[src/rtl/fifo_dp_ram_ctrl.sv]
// Synchronous FIFO controller driving an external simple dual-port RAM
// (registered read, one-cycle latency). A 2-entry output buffer (O0/O1)
// makes the head word show-ahead and sustains one push and one pop per clock.
// Optional feature macro: FIFO_WATERMARK_EN adds registered almost_full /
// almost_empty outputs compared against AF_LEVEL / AE_LEVEL.
module fifo_dp_ram_ctrl #(
  parameter int DATA_WIDTH = 8,
  parameter int ADDR_WIDTH = 4,
  parameter int AF_LEVEL   = 14,
  parameter int AE_LEVEL   = 2
) (
  input  logic                  clk,
  input  logic                  rst,
  input  logic                  wr_valid,
  output logic                  wr_ready,
  input  logic [DATA_WIDTH-1:0] wr_data,
  output logic                  rd_valid,
  input  logic                  rd_ready,
  output logic [DATA_WIDTH-1:0] rd_data,
  output logic                  ram_write_enable,
  output logic [ADDR_WIDTH-1:0] ram_write_addr,
  output logic [DATA_WIDTH-1:0] ram_data_in,
  output logic                  ram_read_enable,
  output logic [ADDR_WIDTH-1:0] ram_read_addr,
  input  logic [DATA_WIDTH-1:0] ram_data_out,
  output logic [ADDR_WIDTH+1:0] count,
  output logic                  empty
`ifdef FIFO_WATERMARK_EN
  ,
  output logic                  almost_full,
  output logic                  almost_empty
`endif
);

  // Occupancy of the output buffer: EMPTY, ONE (O0 only), TWO (O0 and O1).
  typedef enum logic [1:0] {
    EMPTY = 2'd0,
    ONE   = 2'd1,
    TWO   = 2'd2
  } occ_e;

  localparam logic [ADDR_WIDTH:0]   DEPTH_C = {1'b1, {ADDR_WIDTH{1'b0}}};
  localparam logic [ADDR_WIDTH-1:0] PTR_ONE = {{(ADDR_WIDTH-1){1'b0}}, 1'b1};

  logic [ADDR_WIDTH-1:0] wr_ptr;
  logic [ADDR_WIDTH-1:0] rd_ptr;
  logic [ADDR_WIDTH:0]   ram_cnt;
  logic [ADDR_WIDTH:0]   ram_cnt_next;
  logic [ADDR_WIDTH+1:0] count_next;

  logic push;
  logic pop;
  logic fetch;

  // vld_p1: a RAM read issued last cycle, its word is on ram_data_out now.
  logic vld_p1;

  occ_e                  occ_p2;
  occ_e                  occ_next;
  logic [DATA_WIDTH-1:0] o0_p2;
  logic [DATA_WIDTH-1:0] o1_p2;
  logic                  o0_from_ram;
  logic                  o0_from_o1;
  logic                  o1_from_ram;

  assign push = wr_valid & wr_ready;
  assign pop  = rd_valid & rd_ready;

  assign rd_valid = (occ_p2 != EMPTY);
  assign rd_data  = o0_p2;

  assign ram_write_enable = push;
  assign ram_write_addr   = wr_ptr;
  assign ram_data_in      = wr_data;
  assign ram_read_addr    = rd_ptr;
  assign ram_read_enable  = fetch;

  // Fetch only while the words already committed to the buffer (held plus
  // in flight, minus the one leaving) leave room for one more.
  assign fetch = (ram_cnt != '0) && (occ_next != TWO);

  assign ram_cnt_next = ram_cnt + {{ADDR_WIDTH{1'b0}}, push}
                                - {{ADDR_WIDTH{1'b0}}, fetch};

  assign count = {1'b0, ram_cnt}
               + {{(ADDR_WIDTH+1){1'b0}}, vld_p1}
               + {{ADDR_WIDTH{1'b0}}, occ_p2};

  assign count_next = {1'b0, ram_cnt_next}
                    + {{(ADDR_WIDTH+1){1'b0}}, fetch}
                    + {{ADDR_WIDTH{1'b0}}, occ_next};

  assign empty = (count == '0);

  // Output-buffer occupancy: next state and O0/O1 load selects.
  always_comb begin
    occ_next    = occ_p2;
    o0_from_ram = 1'b0;
    o0_from_o1  = 1'b0;
    o1_from_ram = 1'b0;
    case (occ_p2)
      EMPTY: begin
        if (vld_p1) begin
          occ_next    = ONE;
          o0_from_ram = 1'b1;
        end
      end
      ONE: begin
        case ({vld_p1, pop})
          2'b10: begin
            occ_next    = TWO;
            o1_from_ram = 1'b1;
          end
          2'b01: occ_next = EMPTY;
          2'b11: o0_from_ram = 1'b1;
          default: ;
        endcase
      end
      TWO: begin
        if (pop) begin
          o0_from_o1 = 1'b1;
          if (vld_p1) begin
            o1_from_ram = 1'b1;
          end else begin
            occ_next = ONE;
          end
        end
      end
      default: occ_next = EMPTY;
    endcase
  end

  // Output-buffer occupancy state register.
  always_ff @(posedge clk) begin
    if (rst) begin
      occ_p2 <= EMPTY;
    end else begin
      occ_p2 <= occ_next;
    end
  end

  // Write/read pointers, RAM word count, registered wr_ready.
  always_ff @(posedge clk) begin
    if (rst) begin
      wr_ptr   <= '0;
      rd_ptr   <= '0;
      ram_cnt  <= '0;
      wr_ready <= 1'b1;
    end else begin
      if (push) begin
        wr_ptr <= wr_ptr + PTR_ONE;
      end
      if (fetch) begin
        rd_ptr <= rd_ptr + PTR_ONE;
      end
      ram_cnt  <= ram_cnt_next;
      wr_ready <= (ram_cnt_next < DEPTH_C);
    end
  end

  // ---- stage p0 -> p1: RAM read issued, word arrives next cycle ----
  // Fetch-in-flight flag; a reset drops any read already issued.
  always_ff @(posedge clk) begin
    if (rst) begin
      vld_p1 <= 1'b0;
    end else begin
      vld_p1 <= fetch;
    end
  end

  // ---- stage p1 -> p2: RAM word captured into the output buffer ----
  // Head slot O0; cleared on reset so no stale word is ever exposed.
  always_ff @(posedge clk) begin
    if (rst) begin
      o0_p2 <= '0;
    end else if (o0_from_ram) begin
      o0_p2 <= ram_data_out;
    end else if (o0_from_o1) begin
      o0_p2 <= o1_p2;
    end
  end

  // Skid slot O1; its contents are only meaningful while occupancy is TWO.
  always_ff @(posedge clk) begin
    if (o1_from_ram) begin
      o1_p2 <= ram_data_out;
    end
  end

`ifdef FIFO_WATERMARK_EN
  localparam logic [ADDR_WIDTH+1:0] AF_C = AF_LEVEL[ADDR_WIDTH+1:0];
  localparam logic [ADDR_WIDTH+1:0] AE_C = AE_LEVEL[ADDR_WIDTH+1:0];

  // Watermarks track count_next so they change on the same edge as count.
  always_ff @(posedge clk) begin
    if (rst) begin
      almost_full  <= 1'b0;
      almost_empty <= 1'b1;
    end else begin
      almost_full  <= (count_next >= AF_C);
      almost_empty <= (count_next <= AE_C);
    end
  end
`else
  logic unused_count_next;
  assign unused_count_next = ^count_next;
`endif

endmodule

[config.mk]
export PLATFORM = sky130hd
export DESIGN_NAME = fifo_dp_ram_ctrl
export DESIGN_NICKNAME = d
export VERILOG_FILES = /design/src/rtl/fifo_dp_ram_ctrl.sv
export SDC_FILE = /design/constraint.sdc
export NUM_CORES = 1
export LEC_CHECK = 0
export ABC_AREA = 1
export ABC_CLOCK_PERIOD_IN_PS = 3200
export CORE_MARGIN = 10
export CORE_UTILIZATION = 42
export CTS_BUF_LIST = sky130_fd_sc_hd__clkbuf_16
export DETAILED_ROUTE_END_ITERATION = 10
export PLACE_DENSITY = 0.78
export SYNTH_ARGS = -nofsm -noshare
export SYNTH_HDL_FRONTEND = slang
export SYNTH_SLANG_ARGS = --single-unit
[constraint.sdc]
create_clock -name clk -period 3.2 [get_ports clk]
set_input_delay 0.32 -clock clk [delete_from_list [all_inputs] [get_ports clk]]
set_output_delay 0.32 -clock clk [all_outputs]
set_load 0.005 [all_outputs]
* Yosys cells after proc, flatten, opt, wreduce, memory -nomap -nowiden
Index checks and enable logic that the tools add are counted.
Word-level totals: bits in registers 33, output and inout port bits 35, word-level logic and storage cells 44, input bits 20
Cells by class: mux-type cells 15, magnitude comparators 1, eq/ne operators 6, bitwise gates (word level) 2, reductions and logical operators 6, $add $sub $neg 6
Operators with widths (count):
- $mux W8 | 2
- $add A4 B1 Y4 const B | 2
- $add A5 B1 Y6 | 1
- $add A6 B2 Y6 | 1
- $eq A2 B2 Y1 const B | 3
- $logic_not A6 Y1 | 1
- $mux W1 | 6
- $mux W2 | 3
- $pmux W2 S3 | 1
- $add A5 B1 Y5 | 1
- $lt A5 B5 Y1 const B | 1
- $reduce_bool A5 Y1 | 1
- $sub A5 B1 Y5 | 1
- $eq A2 B1 Y1 const B | 2
- $pmux W1 S2 | 2
- $pmux W2 S2 | 1
- $reduce_bool A2 Y1 | 2
- $and A1 B1 Y1 | 2
- $logic_not A2 Y1 | 1
- $ne A2 B2 Y1 const B | 1
- $logic_and A1 B1 Y1 | 1

* Depth between registers and ports, before layout
Gate-level depths: netlist (run 1).
depth after elaboration 9, mapped depth 23, mapped depth without buffers 23

* Least setup slack after synthesis (run 1)
OpenSTA, ideal clock, no wires.
kind reg2reg, from reg occ_p2[0], to reg wr_ready, arrival time 2.981 ns, library setup time 0.114 ns, period minus slack after synthesis 3.094 ns, path slack 0.106 ns, data required time 3.086 ns, path buffers 0, cell stages (with the launch flop) 24, path through dfxtp_1 inv_1 ha_1 inv_2 nand2_1 ha_1 inv_1 nand3_1 nand2_1 nand2_1 inv_1 nand2_1 nor2_2 nor2_4 ha_1 inv_1 ha_1 fa_1 nand2_1 nand2_1 a21oi_1 xnor2_1 nor2_1 inv_1
Between the ends: longest elaborated chain between the ends 9, elaborated cells between the ends (all ways) 16, those cells by class add/sub: 1; order compare: 1; eq/ne: 5; mux: 5; bitwise: 1; reduce/logical: 3
Ends and longest elaborated chain:
- start: declaration | line 58 | occ_e occ_p2;
- start signal: assignment | line 138 | occ_p2 <= occ_next;
- $reduce_bool A2 Y1 (*) | line 69 | assign rd_valid = (occ_p2 != EMPTY);
- via rd_valid | line 17 | output logic rd_valid,
- $and A1 B1 Y1 (*) | line 67 | assign pop = rd_valid & rd_ready;
- $eq A2 B1 Y1 / $eq A2 B2 Y1 (equally long branches) | line 109 | case ({vld_p1, pop})
- $pmux W2 S2 | line 109
- $pmux W2 S3 (*) | line 101 | case (occ_p2)
- $ne A2 B2 Y1 (*) | line 80 | assign fetch = (ram_cnt != '0) && (occ_next != TWO);
- $logic_and A1 B1 Y1 (*) | line 80
- via ram_read_enable | line 23 | output logic ram_read_enable,
- $sub A5 B1 Y5 (*) | line 83 | - {{ADDR_WIDTH{1'b0}}, fetch};
- $lt A5 B5 Y1 (*) | line 157 | wr_ready <= (ram_cnt_next < DEPTH_C);
- end signal: assignment | line 157
- end: declaration | line 15 | output logic wr_ready,
Mark *: on every way through the listed nets, which the timed path passes. The rest lies on a longest branch. A chain may end at the register's enable or synchronous reset.

* Worst setup path in the final report (run 1)
from reg occ_p2[1], to reg wr_ready
Between the ends: longest elaborated chain between the ends 9, elaborated cells between the ends (all ways) 16, those cells by class add/sub: 1; order compare: 1; eq/ne: 5; mux: 5; bitwise: 1; reduce/logical: 3
Ends and longest elaborated chain (line):
- $reduce_bool A2 Y1 | 69
- $and A1 B1 Y1 | 67
- $eq A2 B1 Y1 / $eq A2 B2 Y1 (equally long branches) | 109
- $pmux W2 S2 | 109
- $pmux W2 S3 (*) | 101
- $ne A2 B2 Y1 (*) | 80
- $logic_and A1 B1 Y1 (*) | 80
- $sub A5 B1 Y5 (*) | 83
- $lt A5 B5 Y1 (*) | 157
Every way passes the cells marked *; elsewhere a longest branch is shown, timed or not.

==> results of run 1 <==
==> layer usage <==
| metal | vias up | GRT usage, % |
|---|---|---|
| met3 | 13 | 4.78 |
| met4 | 0 | 6.04 |
| met5 | - | 0 |
| li1 | 829 | - |
| met2 | 46 | 19.5 |
| met1 | 716 | 11.8 |
==> per-stage QoR <==
stage          setup TNS, ns  util [%]  area (sq um)
6_report                   0      58.0          2510
2_1_floorplan              0         -          1850
4_1_cts                    0      56.6          2450
5_1_grt              -0.0409      58.0          2510
3_5_place_dp          -0.115      52.8          2280
3_3_place_gp               0      52.8          2280
==> Yosys cell counts (all sizes together) <==
master | n | area [sq um]
nand2 | 49 | 189
inv | 41 | 154
nand3 | 37 | 195
dfxtp | 25 | 500
nor2 | 23 | 96.4
ha | 16 | 200
buf | 11 | 75.1
edfxtp | 8 | 240
a21oi | 6 | 30.0
o21ai | 4 | 20.0
fa | 3 | 60.1
nor3 | 3 | 15.0
xnor2 | 3 | 26.3
xor2 | 3 | 26.3
a21boi | 1 | 7.51
clkinv | 1 | 3.75
nand4 | 1 | 6.26
nor4 | 1 | 6.26
==> layout by cell type, fill, tap and decap left out, types with 5 or more instances in the layout <==
master and count:
nand2_2 6, nand2_1 43, nand3_1 35, buf_4 11, dfxtp_1 22, clkdlybuf4s50_1 38
nor2_1 21, ha_1 13, edfxtp_1 8, a21oi_1 5, inv_1 37, clkbuf_16 5
==> state kept, by name (all words and copies together) (netlist names) <==
register,count
ram_write_addr,4
rd_data,8
vld_p1,1
o1_p2,8
wr_ready,1
ram_cnt,5
occ_p2,2
ram_read_addr,4
==> where the power goes <==
group | internal, mW | total (mW) | switching, mW
logic | 0.563 | 1.13 | 0.569
registers | 0.525 | 0.600 | 0.0746
clock network | 0.285 | 0.457 | 0.173
==> logic make-up (layout without fill, tap and decap cells) <==
kind of cell	after synthesis	after routing	synth area share, %
AOI/OAI and AO/OA	11	11	3.11
xor gates and xnor gates	6	6	2.84
adders and majority gates	19	19	14.1
buffers and inverters	53	99	12.6
DFF	33	33	40.0
and+or+nand+nor	114	114	27.4
==> path summary, 6_finish.rpt <==
path                startpoint                end  slack [ns]  cells after the start
max                  occ_p2[1]           wr_ready        0.18                     23
min          ram_write_addr[2]  ram_write_addr[2]        0.49                      2
max reg2reg          occ_p2[1]           wr_ready        0.18                     23
min reg2reg  ram_write_addr[2]  ram_write_addr[2]        0.49                      2
==> what timing repair did <==
action | in CTS | in global routing
pin swaps | 2 | 7
hold buffers | 0 | 0
gates cloned | 0 | 0
setup buffers | 0 | 3
setup endpoints to repair | 2 | 3
endpoints found under the hold margin | 0 | 0
resized for setup | 4 | 14
==> worst reg2reg max path: stages (launching register included) <==
cell	delay [ns]
dfxtp_2	0.34
inv_1	0.06
ha_2	0.18
inv_2	0.06
nand2_2	0.06
ha_4	0.22
inv_1	0.05
nand3_1	0.06
nand2_1	0.12
nand2_2	0.08
inv_2	0.06
nand2_2	0.06
nor2_4	0.12
nor2_4	0.04
ha_1	0.27
inv_1	0.05
ha_4	0.16
fa_2	0.35
nand2_1	0.09
nand2_2	0.06
a21oi_2	0.15
xnor2_1	0.08
nor2_1	0.14
inv_1	0.05
==> final cells by class <==
| cell class | count | area [sq um] |
|---|---|---|
| clock buffers | 5 | 125 |
| clock inverters | 3 | 17.5 |
| fillers | 392 | 1820 |
| inverters | 42 | 158 |
| multi-input cells | 150 | 932 |
| flip-flops and latches | 33 | 747 |
| well taps | 52 | 65.1 |
| repair buffers | 49 | 463 |
==> reports/metrics.csv, run 1 <==
stage,metric,value,unit
flow_run,number of max-cap violations,0,
clocking,Num CTS Buffers,5,
sta,Least-Margin Pin Slew,0.487,ns
logic_synthesis,Syn Inst Count,236,
grt,largest net degree at the start of global routing,18,
die,I/O pin total,55,
detailed_routing,Initial DRT Pass Iterations,4,
sta,# setup viols final,0,
cells_and_area,"non-filler cells, final",334,
sta,endpoints failing hold,0,
placement,HPWL Detailed,3.01,mm
worst_setup_path,CP required,3.37,ns
worst_setup_path,crit-path max cell delay,0.35,ns
grt,antenna violations before repair,0,
logic_synthesis,synthesized cell area,1850,sq um
cells_and_area,share of cells above drive strength 1,15.2,%
worst_setup_path,CP cell instances,inv_1 > ha_2 > inv_2 > nand2_2 > ha_4 > inv_1 > nand3_1 > nand2_1 > nand2_2 > inv_2 > nand2_2 > nor2_4 > nor2_4 > ha_1 > inv_1 > ha_4 > fa_2 > nand2_1 > nand2_2 > a21oi_2 > xnor2_1 > nor2_1 > inv_1,
placement,DP Cell Count,323,
status,outcome,finished clean,
cells_and_area,diodes inserted,0,
worst_setup_path,CP Max Fanout,3,
worst_setup_path,CP top delay family,adder cells,
sta,Max Slew Vio Count,0,
detailed_routing,WL met2,2.02,mm
cells_and_area,Syn-to-layout area delta,35.4,%
clocking,root buf cell,clkbuf_16,
die,Core Box Area,4320,sq um
detailed_routing,met3 WL,333,microns
power,Leakage Power,1.17,nW
detailed_routing,DR iter-0 viols,89,
die,Initial Util,42.8,%
hold_path,worst min path class,flop to flop,
placement,Final GP Congestion,0.864,
sta,Worst slew margin,67.5,%
placement,PortBufs,38,
power,PD cells,873,nW/um^2
sta,final setup margin,0.179,ns
grt,vias in the first global route,1594,
clocking,clock latency on the worst-skew pair,0.28,ns
detailed_routing,DRC,0,
logic_synthesis,Ys Warns,0,
detailed_routing,Via density,4.80,
grt,Overall Global Routing Usage,11.5,%
detailed_routing,Final ANT Viol Nets,0,
sta,"Period Utilization, post-route",94.4,%
worst_setup_path,startpoint types,flop,
power,maximum vdd drop,0.591,mV
logic_synthesis,Seq cells post-synth,33,
die,DIE HEIGHT,86.4,microns
die,DIE AREA,7460,sq um
worst_setup_path,worst setup path class,flop to flop,
power,Tot Pwr,2.19,mW
placement,pre-CTS setup slack,-0.0751,ns
logic_synthesis,Synth Net Count,275,
clocking,Max clock buf depth,2,
detailed_routing,vias,1604,
logic_synthesis,sequential fraction of the synthesis area,40.0,%
sta,min Tclk post-route,3.02,ns
sta,hold slack,0.490,ns
sta,Clock Skew,0.00374,ns
worst_setup_path,CP bufs+invs,6,
worst_setup_path,crit path capture type,flop,
cells_and_area,Final nets,320,
logic_synthesis,Synth Area per Inst,7.85,sq um
clocking,clk sinks,33,
worst_setup_path,crit path DAT,3.19,ns
grt,first-pass GRT wire length,6.91,mm
detailed_routing,final wirelength,4.23,mm
clocking,CTS H-Tree Depth,2,
clocking,clock-pin slew on the worst setup and hold paths,0.05,ns
grt,total grt overflow,0,
worst_setup_path,"Slowest-stage cell, CP",fa_2,
sta,f_max,0.331,GHz
die,cell row count,24,
detailed_routing,DR WL/cell,12.7,microns
logic_synthesis,Yosys cell types,24,
detailed_routing,WL met1,1.74,mm
clocking,CTS tree,yes,
detailed_routing,uppermost layer routed,met4,
die,Horiz. Die Dim,86.4,microns
Note: power is estimated with default switching activity, not from simulation.
==> inputs of run 2 (changes only) <==
Settings changed: PLACE_DENSITY 0.78 to 0.79.
==> reports/metrics.csv, run 2 (same netlist as run 1, synthesis figures left out) <==
stage,metric,value,unit,change
status,outcome,finished clean,,unchanged
sta,setup TNS,0,ns,unchanged
cells_and_area,most frequent cells in the layout,"45 x nand2_1, 38 x inv_1, 38 x clkdlybuf4s50_1",,"was 43 x nand2_1, 38 x clkdlybuf4s50_1, 37 x inv_1"
detailed_routing,DR WL/cell,12.5,microns,was 12.7 microns
clocking,root buf cell,clkbuf_16,,unchanged
worst_setup_path,CP cell instances,inv_2 > fa_2 > fa_2 > inv_1 > nand2_1 > xor2_1 > nor4_1 > nand2_1 > nor2_1 > clkdlybuf4s50_1,,was inv_1 > ha_2 > inv_2 > nand2_2 > ha_4 > inv_1 > nand3_1 > nand2_1 > nand2_2 > inv_2 > nand2_2 > nor2_4 > nor2_4 > ha_1 > inv_1 > ha_4 > fa_2 > nand2_1 > nand2_2 > a21oi_2 > xnor2_1 > nor2_1 > inv_1
power,cell-internal power,1.35,mW,was 1.37 mW
sta,Worst slew margin,69.3,%,was 67.5%
clocking,clk sinks,33,,unchanged
detailed_routing,vias,1598,,"was 1,604"
sta,# setup viols final,0,,unchanged
grt,first-pass GRT wire length,6.95,mm,was 6.91 mm
detailed_routing,DRC,0,,unchanged
clocking,Max clock buf depth,2,,unchanged
sta,f_max,0.328,GHz,was 0.331 GHz
cells_and_area,"commonest non-fill, non-tap cell in the layout",nand2_1,,unchanged
die,cell row count,24,,unchanged
power,Leakage Power,1.15,nW,was 1.17 nW
die,Horiz. Die Dim,86.4,microns,unchanged
sta,"Period Utilization, post-route",95.3,%,was 94.4%
sta,Least-Margin Pin Slew,0.459,ns,was 0.487 ns
clocking,CTS H-Tree Depth,2,,unchanged
sta,Max Slew Vio Count,0,,unchanged
hold_path,worst min path class,flop to flop,,unchanged
placement,Final GP Congestion,0.847,,was 0.864
grt,total grt overflow,0,,unchanged
worst_setup_path,CP required,2.88,ns,was 3.37 ns
worst_setup_path,"Slowest-stage cell, CP",clkdlybuf4s50_1,,was fa_2
clocking,hold buffer count at CTS,0,,unchanged
power,Gate power share,50.7,%,was 51.7%
die,DIE HEIGHT,86.4,microns,unchanged
worst_setup_path,worst setup path class,flop to primary output,,was flop to flop
cells_and_area,"non-filler cells, final",331,,was 334
worst_setup_path,CP Max Fanout,6,,was 3
detailed_routing,Final ANT Viol Nets,0,,unchanged
die,DIE AREA,7460,sq um,unchanged
clocking,clock-pin slew on the worst setup and hold paths,0.05,ns,about the same
grt,vias in the first global route,1575,,"was 1,594"
power,Clock Power Share,21.2,%,was 20.9%
detailed_routing,final wirelength,4.14,mm,was 4.23 mm
grt,antenna violations before repair,0,,unchanged
power,PD cells,865,nW/um^2,was 873 nW/um^2
detailed_routing,Initial DRT Pass Iterations,4,,unchanged
grt,largest net degree at the start of global routing,18,,unchanged
worst_setup_path,Critical Path Source,vld_p1,,was occ_p2[1]
die,Initial Util,42.8,%,unchanged
placement,DP Cell Count,323,,unchanged
sta,min Tclk post-route,3.05,ns,was 3.02 ns
power,sw frac,36.9,%,was 37.3%
worst_setup_path,crit path DAT,2.73,ns,was 3.19 ns
worst_setup_path,crit-path max cell delay,0.50,ns,was 0.35 ns
worst_setup_path,origin of the critical flop-to-flop path,occ_p2[1],,unchanged
detailed_routing,Via density,4.83,,was 4.80
cells_and_area,Syn-to-layout area delta,33.3,%,was 35.4%
clocking,Post-CTS Setup Bufs,0,,unchanged
hold_path,Hold Path Origin,ram_write_addr[2],,unchanged
sta,Clock Skew,0.00615,ns,was 0.00374 ns
power,maximum vdd drop,0.458,mV,was 0.591 mV
detailed_routing,DR iter-0 viols,55,,was 89
clocking,clock latency on the worst-skew pair,0.28,ns,about the same
worst_setup_path,crit path capture type,primary output,,was flop
cells_and_area,Final nets,317,,was 320
placement,PortBufs,38,,unchanged
die,Core Box Area,4320,sq um,unchanged
power,switching pwr,0.788,mW,was 0.816 mW
cells_and_area,diodes inserted,0,,unchanged
grt,Overall Global Routing Usage,11.4,%,was 11.5%
flow_run,number of max-cap violations,0,,unchanged
sta,RSZ-0062 raised after global routing,no,,
clocking,Num CTS Buffers,5,,unchanged
clocking,CTS tree,yes,,unchanged
placement,HPWL Detailed,3.06,mm,was 3.01 mm
power,part of the power in registers,28.1,%,was 27.4%
die,I/O pin total,55,,unchanged
cells_and_area,share of cells above drive strength 1,12.9,%,was 15.2%
sta,endpoints failing hold,0,,unchanged
worst_setup_path,startpoint types,flop,,unchanged
## run 2: timing repair
item                       in CTS  in global routing
setup endpoints to repair       1                  3
pin swaps                       0                  6
gates cloned                    0                  0
gates resized for setup         1                 12
## run 2: power by group through the flow
stage,logic (mW),registers (mW),clock network [mW]
6_report,1.08,0.600,0.453
5_1_grt,1.24,0.613,0.480
4_1_cts,1.06,0.596,0.466
3_5_place_dp,1.04,0.603,0
3_3_place_gp,1.02,0.600,0
2_1_floorplan,0.627,0.596,0
## run 2: path summary, 6_finish.rpt
check	endpoint	slack, ns	cells past startpoint
worst max register to register	wr_ready	0.23	22
worst max-delay path	empty	0.15	10
worst min-delay path	ram_write_addr[2]	0.51	2
worst min register to register	ram_write_addr[2]	0.51	2
## run 2: stage by stage
| step | worst slack [ns] | power [mW] | util [%] | cell area, sq um | hold slack, ns |
|---|---|---|---|---|---|
| floorplan | 0.106 | 1.22 | - | 1850 | 0.419 |
| global placement | 0.0412 | 1.63 | 52.8 | 2280 | 0.469 |
| detailed placement | -0.0536 | 1.64 | 52.8 | 2280 | 0.489 |
| CTS | 0.0482 | 2.12 | 56.1 | 2430 | 0.500 |
| global route | 0.00417 | 2.33 | 57.1 | 2470 | 0.539 |
| finish | 0.151 | 2.14 | 57.1 | 2470 | 0.506 |
## run 2: routing by layer
metal,vias to the layer above,wire [microns],GRT usage [%],share of wire [%]
met1,750,1730,11.9,42
met5,-,0,0,0
met3,4,330,5.35,8.0
met4,0,44,4.71,1.1
li1,816,-,-,-
met2,28,2040,19.3,49
## run 2: cell type report
cell class / count / area, sq um
fill: 404 / 1860
tap: 52 / 65.1
sequential: 33 / 746
multi-input combinational: 150 / 917
timing repair buffer: 46 / 440
inverter: 42 / 158
clock buffer: 5 / 125
clock inverter: 3 / 17.5
## run 2: critical path: cells and delay by family (launching register included)
kind	cells	cell delay, ns
XOR/XNOR	1	0.15
adder cells (fa/ha/maj)	2	0.74
buffers and inverters	3	0.64
flip-flops	1	0.42
AND/OR/NAND/NOR	4	0.51
==> patch: new RTL, flow settings as in run 1 <==
The option `FIFO_WATERMARK_EN` is turned on by a define.
--- a/src/rtl/fifo_dp_ram_ctrl.sv
+++ b/src/rtl/fifo_dp_ram_ctrl.sv
@@ -3,6 +3,8 @@
 // makes the head word show-ahead and sustains one push and one pop per clock.
 // Optional feature macro: FIFO_WATERMARK_EN adds registered almost_full /
 // almost_empty outputs compared against AF_LEVEL / AE_LEVEL.
+`define FIFO_WATERMARK_EN
+
 module fifo_dp_ram_ctrl #(
   parameter int DATA_WIDTH = 8,
   parameter int ADDR_WIDTH = 4,
Check against the original RTL (old outputs only; new: almost_empty and almost_full): equivalent (equiv_simple and equiv_induct, registers matched by name and starting in step).
==> patch against run 1 <==
- the flow now finishes with violations (setup timing)
- sequential cell count up 2
- setup slack worse by 0.47 ns
- via count rose by 19%
- synthesized area increased by 13%
- wire length grew 27%
- design area is 20% higher
Power is not compared: it rests on default switching activity, and its combinational part moved more than twofold at a synthesized area within 25%.
==> patch: results (changes against run 1) <==
post-cts resize count: 14 (+10)
gp weighted congestion: 0.8303 (-3.9%)
critical path's top delay family: adder cells
sequential area share after synthesis: 0.3728 (-0.02724)
average wire per standard cell: 13.57 um (+7.2%)
DP HPWL: 3.715 mm (+23%)
asr flop ratio synth: 0 (unchanged)
layout cell share with drive strength beyond 1: 0.2303 (+0.07782)
clock skew: 0.004927 ns (+0.001187 ns)
area post-placement: 2656 um^2 (+16%)
final instance area: 3005 um^2 (+20%)
CP peak stage delay: 0.59 ns (+0.24 ns)
Cell variety after synth: 26 (+8.3%)
largest net degree at the start of global routing: 17 (-1)
Setup TNS Final: -0.5850 ns (-0.5850 ns)
failing checks: setup timing
first-pass GRT wire length: 9.252 mm (+34%)
Post-CTS Setup Repair Bufs: 12 (+12)
Max FO, Critical Path: 2 (-1)
DRT iter0 DRCs: 83 (-6.7%)
status: complete, but fails checks
Non-Filler Instances: 397 (+19%)
Synth area leaders: dfxtp_1 (26%), nand3_1 (11%), edfxtp_1 (11%)
number of global-route vias before repair: 2030 (+27%)
fin nets: 371 (+16%)
Setup WS post-layout: -0.2948 ns (-0.4736 ns)
Via Count: 1906 (+19%)
Cells after DPL: 376 (+16%)
I/O Buffers: 40 (+5.3%)
setup violators final: 2 (+2)
Syn Inst Count: 265 (+12%)
fillers: 389 (-0.77%)
synthesized netlist net count: 307 (+12%)
Arrival @ worst endpoint: 3.65 ns (+0.46 ns)
DP Worst Slack: -0.5257 ns (-0.4506 ns)
==> patch: where the power goes <==
part	leakage, nW	switching (mW)	total, mW	internal [mW]
clock network	0.0838	0.190	0.557	0.367
registers	0.296	0.0924	0.679	0.587
logic	1.03	1.43	2.85	1.41
total	1.41	1.72	4.08	2.37
==> patch: worst paths after layout <==
kind | from | to | slack (ns) | cells after the start
worst max-delay path | occ_p2[1] | almost_empty | -0.29 | 24
worst min-delay path | ram_write_addr[2] | ram_write_addr[2] | 0.50 | 2
worst max register to register | occ_p2[1] | almost_empty | -0.29 | 24
worst min register to register | ram_write_addr[2] | ram_write_addr[2] | 0.50 | 2
==> patch: metal layers <==
| metal | share of wire | up-vias | GRT usage |
|---|---|---|---|
| met2 | 0.52 | 37 | 0.2386 |
| li1 | - | 965 | - |
| met3 | 0.059 | 8 | 0.04655 |
| met5 | 0 | - | 0 |
| met4 | 0.018 | 0 | 0.05305 |
| met1 | 0.40 | 896 | 0.1437 |
==> patch: cell type report <==
| cell class | instances | share of cell area |
|---|---|---|
| sequential | 35 | 0.2619 |
| inverter | 44 | 0.05662 |
| multi-input combinational | 174 | 0.3897 |
| clock inverter | 3 | 0.01457 |
| timing repair buffer | 69 | 0.2077 |
| clock buffer | 5 | 0.04163 |
| tap | 67 | 0.02789 |
==> patch: tightest hold or removal path: cells and delay by family (launching register included) <==
kind / cells / cell delay (ns)
flops: 1 / 0.34
compound gates: 1 / 0.05
buf+inv: 1 / 0.06
==> patch: cells by family after synthesis <==
group,count (synthesis),synth area share
AOI/OAI and AO/OA,15,0.04719
DFF,35,0.3728
buffers and inverters,56,0.1171
adders and majority gates,22,0.1493
xor gates and xnor gates,7,0.02927
and+or+nand+nor,130,0.2844
